<file path="src/rtl/forwarding_hazard_unit.sv">
// Operand forwarding selects, load-use stall detection and per-operand hold
// buffers for a pipeline whose EX stage can be held while MEM/WB drain.
module forwarding_hazard_unit #(
  parameter int AW           = 5,
  parameter int DW           = 32,
  parameter int NSRC         = 2,
  parameter int LOAD_FWD_MEM = 1,
  parameter int CNT_W        = 16
) (
  input  logic                 CLK,
  input  logic                 nRST,
  input  logic [NSRC*AW-1:0]   id_rsel,
  input  logic [NSRC-1:0]      id_ruse,
  input  logic [NSRC*AW-1:0]   ex_rsel,
  input  logic [NSRC-1:0]      ex_ruse,
  input  logic [AW-1:0]        ex_wsel,
  input  logic                 ex_wen,
  input  logic                 ex_is_load,
  input  logic [AW-1:0]        mem_wsel,
  input  logic                 mem_wen,
  input  logic                 mem_is_load,
  input  logic [AW-1:0]        wb_wsel,
  input  logic                 wb_wen,
  input  logic [DW-1:0]        wb_wdat,
  input  logic                 ex_hold,
  input  logic                 flush,
  output logic [2*NSRC-1:0]    fsel,
  output logic [NSRC*DW-1:0]   hold_dat,
  output logic                 lu_stall,
  output logic [CNT_W-1:0]     bubble_cnt,
  output logic                 haz_err
);

  localparam logic [1:0] SEL_RF   = 2'd0;
  localparam logic [1:0] SEL_WB   = 2'd1;
  localparam logic [1:0] SEL_MEM  = 2'd2;
  localparam logic [1:0] SEL_HOLD = 2'd3;

  localparam bit             MEM_FWD_LOAD = (LOAD_FWD_MEM != 0);
  localparam logic [CNT_W-1:0] CNT_ONE    = {{(CNT_W-1){1'b0}}, 1'b1};
  localparam logic [CNT_W-1:0] CNT_MAX    = {CNT_W{1'b1}};

  logic            mem_ok;
  logic [NSRC-1:0] ex_mem_hit;
  logic [NSRC-1:0] ex_wb_hit;
  logic [NSRC-1:0] id_ex_hit;
  logic [NSRC-1:0] id_mem_hit;
  logic [NSRC-1:0] hold_v;
  logic [NSRC-1:0] take_wb;
  logic [NSRC-1:0] load_use;
  logic [NSRC-1:0] mem_load_hit;

  // A load sitting in MEM only has its data ready when the pipeline allows it.
  assign mem_ok = !mem_is_load || MEM_FWD_LOAD;

  for (genvar i = 0; i < NSRC; i++) begin : g_op
    logic [AW-1:0] ex_a;
    logic [AW-1:0] id_a;
    logic [1:0]    sel;
    logic          hv_q;
    logic [DW-1:0] hd_q;

    assign ex_a = ex_rsel[i*AW +: AW];
    assign id_a = id_rsel[i*AW +: AW];

    assign ex_mem_hit[i] = ex_ruse[i] && mem_wen && (mem_wsel != '0) && (mem_wsel == ex_a);
    assign ex_wb_hit[i]  = ex_ruse[i] && wb_wen  && (wb_wsel  != '0) && (wb_wsel  == ex_a);
    assign id_ex_hit[i]  = id_ruse[i] && ex_wen  && (ex_wsel  != '0) && (ex_wsel  == id_a);
    assign id_mem_hit[i] = id_ruse[i] && mem_wen && (mem_wsel != '0) && (mem_wsel == id_a);

    always_comb begin
      sel = SEL_RF;
      if (ex_mem_hit[i] && mem_ok) begin
        sel = SEL_MEM;
      end else if (ex_wb_hit[i]) begin
        sel = SEL_WB;
      end else if (hv_q) begin
        sel = SEL_HOLD;
      end
    end

    assign fsel[2*i +: 2] = sel;
    assign take_wb[i]     = (sel == SEL_WB);

    assign load_use[i] = id_ruse[i] &&
                         ((ex_is_load && id_ex_hit[i]) ||
                          (!MEM_FWD_LOAD && mem_is_load && id_mem_hit[i]));

    assign mem_load_hit[i] = ex_mem_hit[i] && mem_is_load;

    // The WB value leaves the pipeline next edge; keep it while EX is held.
    always_ff @(posedge CLK or negedge nRST) begin
      if (!nRST) begin
        hv_q <= 1'b0;
        hd_q <= '0;
      end else if (flush || !ex_hold) begin
        hv_q <= 1'b0;
      end else if (take_wb[i]) begin
        hv_q <= 1'b1;
        hd_q <= wb_wdat;
      end
    end

    assign hold_v[i]             = hv_q;
    assign hold_dat[i*DW +: DW]  = hd_q;
  end

  assign lu_stall = |load_use;

  always_ff @(posedge CLK or negedge nRST) begin
    if (!nRST) begin
      bubble_cnt <= '0;
      haz_err    <= 1'b0;
    end else begin
      // A held or flushed EX slot does not take the bubble this cycle.
      if (lu_stall && !ex_hold && !flush && (bubble_cnt != CNT_MAX)) begin
        bubble_cnt <= bubble_cnt + CNT_ONE;
      end
      if (!MEM_FWD_LOAD && (|mem_load_hit)) begin
        haz_err <= 1'b1;
      end
    end
  end

endmodule

</file>
<file path="config.mk">
export PLATFORM = sky130hd
export DESIGN_NAME = forwarding_hazard_unit
export DESIGN_NICKNAME = d
export VERILOG_FILES = /design/src/rtl/forwarding_hazard_unit.sv
export SDC_FILE = /design/constraint.sdc
export NUM_CORES = 1
export LEC_CHECK = 0
export ABC_AREA = 1
export CORE_UTILIZATION = 44
export CTS_CLUSTER_DIAMETER = 40
export CTS_CLUSTER_SIZE = 16
export DETAILED_ROUTE_END_ITERATION = 7
export HOLD_SLACK_MARGIN = 0.02
export PLACE_DENSITY = 0.84
export SLEW_MARGIN = 0
export SYNTH_ARGS = -nofsm -noshare
export SYNTH_HDL_FRONTEND = slang
export SYNTH_SLANG_ARGS = --single-unit
export TNS_END_PERCENT = 10
</file>
<file path="constraint.sdc">
create_clock -name CLK -period 2.91 [get_ports CLK]
set_input_delay 0.873 -clock CLK [delete_from_list [all_inputs] [get_ports CLK]]
set_output_delay 0.873 -clock CLK [all_outputs]
set_load 0.005 [all_outputs]
</file>
### Word-level counts from Yosys, hierarchy flattened

Index checks and enable logic that the tools add are counted.

* register bits after elaboration: 82
* input bits: 80
* word-level logic and storage cells: 62

* add/subtract/negate cells: 1
* equality and inequality tests: 9
* muxes and demuxes: 10
* bitwise logic cells: 1
* reductions and logical operators: 36

Operator list (count)
* == test 5 bit: 6
* logical AND 1 bit: 25
* adder 16 x 1 -> 16 bit (second input constant): 1
* != test 16 bit (second input constant): 1
* nonzero test 5 bit: 3
* two-way mux 2 bit: 6
* == test 2 x 1 -> 1 bit (second input constant): 2
* two-way mux 1 bit: 4
* AND reduction 2 bit: 2
* nonzero test 2 bit: 2
* logical NOT 1 bit: 2
* OR reduction 2 bit: 1
* logical OR 1 bit: 1
* NOT 1 bit: 1

### Logic depth before layout (Yosys ltp)

Gate-level depths: netlist of the first run.

* depth in word-level cells: 9
* gate-level depth with buffers: 13

### Least setup slack after synthesis of the first run

OpenSTA, ideal clock, no wires.

* kind: input port to output port
* start point: input mem_wsel[4]
* end point: output fsel[2]
* arrival: 1795 ps
* data required time: 2037 ps
* slack: 242 ps
* stages: 7
* buffers on the path: 1
* cell sequence: inv_1 > nand3_1 > nor3_1 > nor3_1 > nand3_1 > buf_2 > o21a_1

* word-level cells in the longest chain between the ends: 4

RTL lines
* start: declaration: line 19 `input logic [AW-1:0] mem_wsel,`
* nonzero test 5 bit
* logical AND 1 bit: line 66 `assign ex_mem_hit[i] = ex_ruse[i] && mem_wen && (mem_wsel != '0) && (mem_wsel == ex_a);`
* logical AND 1 bit *: line 66
* two-way mux 2 bit *: line 73 `if (ex_mem_hit[i] && mem_ok) begin`
* end: declaration: line 27 `output logic [2*NSRC-1:0] fsel,`

Every way passes the cells marked *; elsewhere a longest branch is shown, timed or not.

### Worst setup path in the final report of the first run

* start point: input ex_rsel[0]
* end point: output fsel[0]

* word-level cells in the longest chain between the ends: 4

RTL lines
* start: declaration: line 14 `input logic [NSRC*AW-1:0] ex_rsel,`
* == test 5 bit: line 67 `assign ex_wb_hit[i] = ex_ruse[i] && wb_wen && (wb_wsel != '0) && (wb_wsel == ex_a);`
* logical AND 1 bit: line 67
* two-way mux 2 bit: line 75 `end else if (ex_wb_hit[i]) begin`
* two-way mux 2 bit *: line 73

Marked as above.

==> results of run 1 <==
[metrics by stage]
stage | util | setup TNS, ns | instances | power (uW) | worst slack, ns
2_1_floorplan | - | 0 | 533 | 1430 | 0.242
3_3_place_gp | 0.658 | -2.58 | 823 | 1790 | -0.571
3_5_place_dp | 0.658 | -2.74 | 823 | 1810 | -0.643
4_1_cts | 0.699 | 0 | 858 | 2680 | 0.00420
5_1_grt | 0.696 | -0.0552 | 857 | 2780 | -0.0220
6_report | 0.696 | 0 | 857 | 2660 | 0.0205
[power by group through the flow]
stage / Sequential, uW / Clock [uW] / Combinational, uW
floorplan: 1290 / 0 / 140
global placement: 1290 / 0 / 496
detailed placement: 1300 / 0 / 510
CTS: 1280 / 884 / 515
global route: 1290 / 929 / 564
finish: 1280 / 870 / 517
[critical path, cell delays in order]
cell and delay [ns]:
dlygate4sd2_1 0.24, inv_2 0.11, buf_4 0.12, o22ai_1 0.08, nor2_1 0.17, nand3_2 0.14
o21a_1 0.15, buf_2 0.13
[cell type report]
class                      instances  share of cell area
inverter                          37              0.0216
multi-input combinational        386               0.308
tap                              129              0.0251
timing repair buffer             207               0.294
clock inverter                     6              0.0111
clock buffer                      10              0.0214
sequential                        82               0.319
[how the worst max path moves through the flow]
stage	start	to	slack (ns)	cells after the start
after floorplan	mem_wsel[4]	fsel[2]	0.24	7
after global placement	wb_wsel[3]	fsel[1]	-0.57	7
after detailed placement	ex_rsel[2]	fsel[0]	-0.64	6
after CTS	wb_wsel[0]	fsel[3]	0.004	9
after global routing	ex_is_load	lu_stall	-0.02	8
final	ex_rsel[0]	fsel[0]	0.02	8
[metal layers]
layer | track usage | vias to the layer above
met2 | 0.463 | 200
met3 | 0.0418 | 27
met1 | 0.335 | 2140
met5 | 0 | -
met4 | 0.0950 | 0
li1 | - | 2145
[synthesized netlist by cell type (all sizes together)]
| library cell | count |
|---|---|
| dfrtp | 82 |
| conb | 1 |
| o211ai | 3 |
| nor3 | 8 |
| o21a | 2 |
| nor2 | 24 |
| buf | 23 |
| nand3 | 18 |
| inv | 36 |
| clkbuf | 5 |
| or2 | 1 |
| nand4 | 67 |
| nor4 | 2 |
| o2111ai | 2 |
| xor2 | 15 |
| nor4b | 1 |
| ha | 1 |
| a211oi | 1 |
| clkinv | 1 |
| o22ai | 5 |
| o21ai | 6 |
| o221ai | 1 |
| nand2 | 216 |
| a21oi | 4 |
| xnor2 | 8 |
[kinds of logic after synthesis]
logic type | after synthesis | share of synthesized area
buf+inv | 65 | 0.0650
flops | 82 | 0.487
xor+xnor | 23 | 0.0478
compound gates | 24 | 0.0377
simple gates | 337 | 0.359
other cells | 1 | 0.000890
fa+ha+maj | 1 | 0.00297
[flip-flops by register name, summed over array words and instances, names as in the netlist]
| register | count |
|---|---|
| bubble_cnt | 16 |
| g_op.hd_q | 64 |
| g_op.hv_q | 2 |
[repair_timing]
action	in CTS	in global routing
pin swaps	13	7
resized for setup	87	23
endpoints found under the setup margin	5	38
setup buffers	20	0
==> metrics, run 1 <==
P_sw=718 uW; synth warn=1; die area=9970 sq um; initial antenna violation count=0; Hold Buf Count CTS=0; Mapped Nets=just over 600; Yosys reg bits=82; DRT met1 WL=between 5 and 6 mm; # rows=35; RePlAce Congestion=0.939; Post-Syn Instances=533; clock buffer depth=2; Crit Path Category=input port to output pin; vias=around 4,500; met2 routed WL=6.51 mm; post-route clock period utilization=0.993; Area Overhead vs Synth=52.7%; Clock Sinks=82; fin area=about 6400 sq um; top routing layer in use=met4; GRT Residual Overflow=0; clock buffer count from CTS=9; Routed Wire Length=12.9 mm; VDD IR-drop max=211 uV; Fmax=346 MHz; routed length per instance=about 15 um; layout cells sized above 1=0.157; Critical R2R Capture=bubble_cnt[3]; first-pass GRT wire length=21.1 mm; area of the multi-input gates=1980 sq um; Final HPWL DP=9.29 mm; worst skew pair latency=0.35 ns; crit-path max FO=4; number of diodes=0; synthesized area per cell=7.91 sq um; crit path DAT=2.02 ns; WHS Endpoint=g_op[1].hd_q[15]; # fillers=736; vias in the first global route=4,457; Logic pwr share=0.194; hold path cells=2; status=complete, no violations; clock-pin slew on the worst setup and hold paths=0.09 ns; H-tree Lvls=3; Synth top area share=0.487; Area contributors post-synth=dfrtp_1, nand2_1, nand4_1, xor2_1, inv_1; launching point of the worst reg2reg path=bubble_cnt[1]; Cell variety after synth=33; post-synth top area cell=dfrtp_1; Final setup violation count=0; pwr dens=around 410 nW/um^2; minimum clock period=2.89 ns; actual slew at the worst max-slew pin=about 1.0 ns; starting density of the core=0.456; Final Hold Viols=0; relative slew slack=0.327; PortBufs=around 160; die width=99.9 um; Core Footprint=between 9000 and 10,000 sq um; Antenna Nets Post-Route=0; sequential-to-total area share from yosys stat=0.487; Cell Area, Placed=6080 sq um; Max Clock Skew=0.0106 ns; hold_sp=g_op[1].hd_q[15]; share of power burned in registers=0.479; CTS tree=built; largest net degree at the start of global routing=just over 80; worst path required time=around 2.0 ns; total track usage=0.266; vias per cell=5.26; IO Pins=166; CP startpoint kind=input port; Sw Share=0.270; Leak Pwr=roughly 0.0032 uW; router iterations before antenna repair=5; reg-to-reg slack, setup=1.12 ns; commonest cells after routing, fill and taps aside=nand2_1, clkdlybuf4s50_1, dfrtp_1; crit path capture type=output pin; unrepaired setup endpoints after global routing=true; Worst R2R Path Depth=9; Fin Hold WS=around 0.48 ns; DRT iter0 DRCs=approximately 170; Nets=804; HP Class=flip-flop to flip-flop; Met3 Routed Length=around 830 um; sequential cell area=2050 sq um; Internal=between 1500 and 2000 uW; max cap viols=0; commonest non-fill, non-tap cell in the layout=nand2_1; Post-Syn Area=about 4200 sq um; die height=99.9 um; # DRC=0; clock network power share=0.327; Max Slew Vio Count=0; CTS Root Cell=clkbuf_8
Note: power is estimated with default switching activity, not from simulation.
==> run 2: changes to the inputs <==
- RECOVER_POWER: unset -> 50
==> run 2 against run 1 <==
Effect of this change: the flow now finishes with violations (max-capacitance violations, max-slew violations); die area stayed put; via count is 0.69% higher; flip-flop and latch count stayed put; register-to-register slack hardly changed; cell count stayed put; non-clock buffer count stayed put; combinational power is 3% lower; sequential power hardly changed; count of clock-buffer cells in the layout stayed put; critical path type unchanged; largest cell class unchanged; highest routed layer unchanged.
==> metrics, run 2 (synthesis results as in run 1) <==
relative slew slack=-0.330; final total power=2640 uW; largest reg by FF count=g_op.hd_q; # rows=35; worst skew pair latency=about 0.34 ns; PortBufs=163; area of the multi-input gates=1980 sq um; Leak Pwr=0.00331 uW; layer with the highest usage=met2; GRT Residual Overflow=0; CP startpoint kind=input port; hold path cells=2; unrepaired setup endpoints after global routing=true; Crit Path Category=input port to output pin; number of diodes=0; met1 GRT Util=0.335; commonest cells after routing, fill and taps aside=nand2_1, clkdlybuf4s50_1, dfrtp_1; met3 Use GR=0.0418; routed length per instance=15.0 um; crit-path max FO=4; Area Overhead vs Synth=52.6%; H-tree Lvls=3; CTS Root Cell=clkbuf_8; Routed Wire Length=12.9 mm; HP Class=flip-flop to flip-flop; Nets=804; clock buffer depth=2; sequential cell area=2050 sq um; Core Util, Final=0.696; RePlAce Congestion=~0.94; crit path capture type=output pin; router iterations before antenna repair=7; initial antenna violation count=0; WHS Endpoint=g_op[1].hd_q[15]; IO Pins=166; pwr dens=411 nW/um^2; placed cell count=823; die height=99.9 um; minimum clock period=2.88 ns; Final setup violation count=0; VDD IR-drop max=~210 uV; Antenna Nets Post-Route=0; Core Footprint=9240 sq um; largest net degree at the start of global routing=83; Critical R2R Capture=bubble_cnt[3]; Max Slew Vio Count=83; clock-pin slew on the worst setup and hold paths=0.09 ns; Setup TNS=0 ns; DRT iter0 DRCs=169; crit path DAT=about 2 ns; Top Registers=g_op.hd_q x64, bubble_cnt x16, g_op.hv_q x2; total track usage=0.266; Hold Buf Count CTS=0; vias=4,543; DP Worst Slack=-0.643 ns; Final HPWL DP=9.29 mm; # DRC=0; layout cells sized above 1=0.157; vias in the first global route=4,457; die width=between 90 and 100 um; Clock Sinks=82; actual slew at the worst max-slew pin=around 2 ns; launching point of the worst reg2reg path=bubble_cnt[1]; Fmax=roughly 350 MHz; hold_sp=g_op[1].hd_q[15]; worst path required time=2.04 ns; Worst R2R Path Depth=9; non-filler instance count after layout=857; # fillers=737; Largest register FFs=64; reg-to-reg slack, setup=1.12 ns; post-route clock period utilization=0.990; clock buffer count from CTS=9; met2 usage=0.463; violated checks=max-capacitance violations, max-slew violations; final setup margin=0.0292 ns; commonest non-fill, non-tap cell in the layout=nand2_1; Final Hold Viols=0; CTS tree=built; first-pass GRT wire length=21.1 mm; vias per cell=5.30; max cap viols=1; Max Clock Skew=a little over 0.009 ns; starting density of the core=0.456; status=finished, violations left; die area=9970 sq um
[run 2: area by class of cell]
| type | instances | share of cell area |
|---|---|---|
| clock inverters | 6 | 0.0111 |
| flip-flops and latches | 82 | 0.319 |
| well taps | 129 | 0.0251 |
| inverters | 37 | 0.0216 |
| multi-input cells | 386 | 0.308 |
| repair buffers | 207 | 0.294 |
| clock buffers | 10 | 0.0214 |
[run 2: per-layer routing]
metal	vias to the layer above	wire [um]
met1	2179	5270
met4	0	223
met2	190	6590
met3	27	808
met5	-	0
li1	2147	-
[run 2: how the worst max path moves through the flow]
stage	from	endpoint	cells after the start	slack, ns
after floorplan	mem_wsel[4]	fsel[2]	7	0.24
after global placement	wb_wsel[3]	fsel[1]	7	-0.57
after detailed placement	ex_rsel[2]	fsel[0]	6	-0.64
after CTS	wb_wsel[0]	fsel[3]	9	0.004
after global routing	ex_is_load	lu_stall	8	-0.02
final	ex_rsel[0]	fsel[0]	8	0.03
[run 2: through the flow]
stage | hold WS (ns) | area [sq um]
2_1_floorplan | 0.465 | 4210
3_3_place_gp | 0.453 | 6080
3_5_place_dp | 0.458 | 6080
4_1_cts | 0.483 | 6460
5_1_grt | 0.493 | 6430
6_report | 0.470 | 6430
[run 2: critical path, stage by stage]
cell	delay (ns)
dlygate4sd2_1	0.24
inv_2	0.10
buf_4	0.12
o22ai_1	0.08
nor2_1	0.17
nand3_2	0.14
o21a_1	0.15
buf_2	0.13
[run 2: power breakdown]
part,total (uW),switching [uW],internal (uW)
sequential,1270,53.0,1220
clock,871,440,431
combinational,499,224,276
total,2640,717,1930
[run 2: repair_timing]
action                                  4_1_cts  5_1_grt
pin swaps                                    13        7
gates cloned                                  0        0
resized for setup                            87       23
buffers inserted                             20        0
endpoints found under the setup margin        5       38
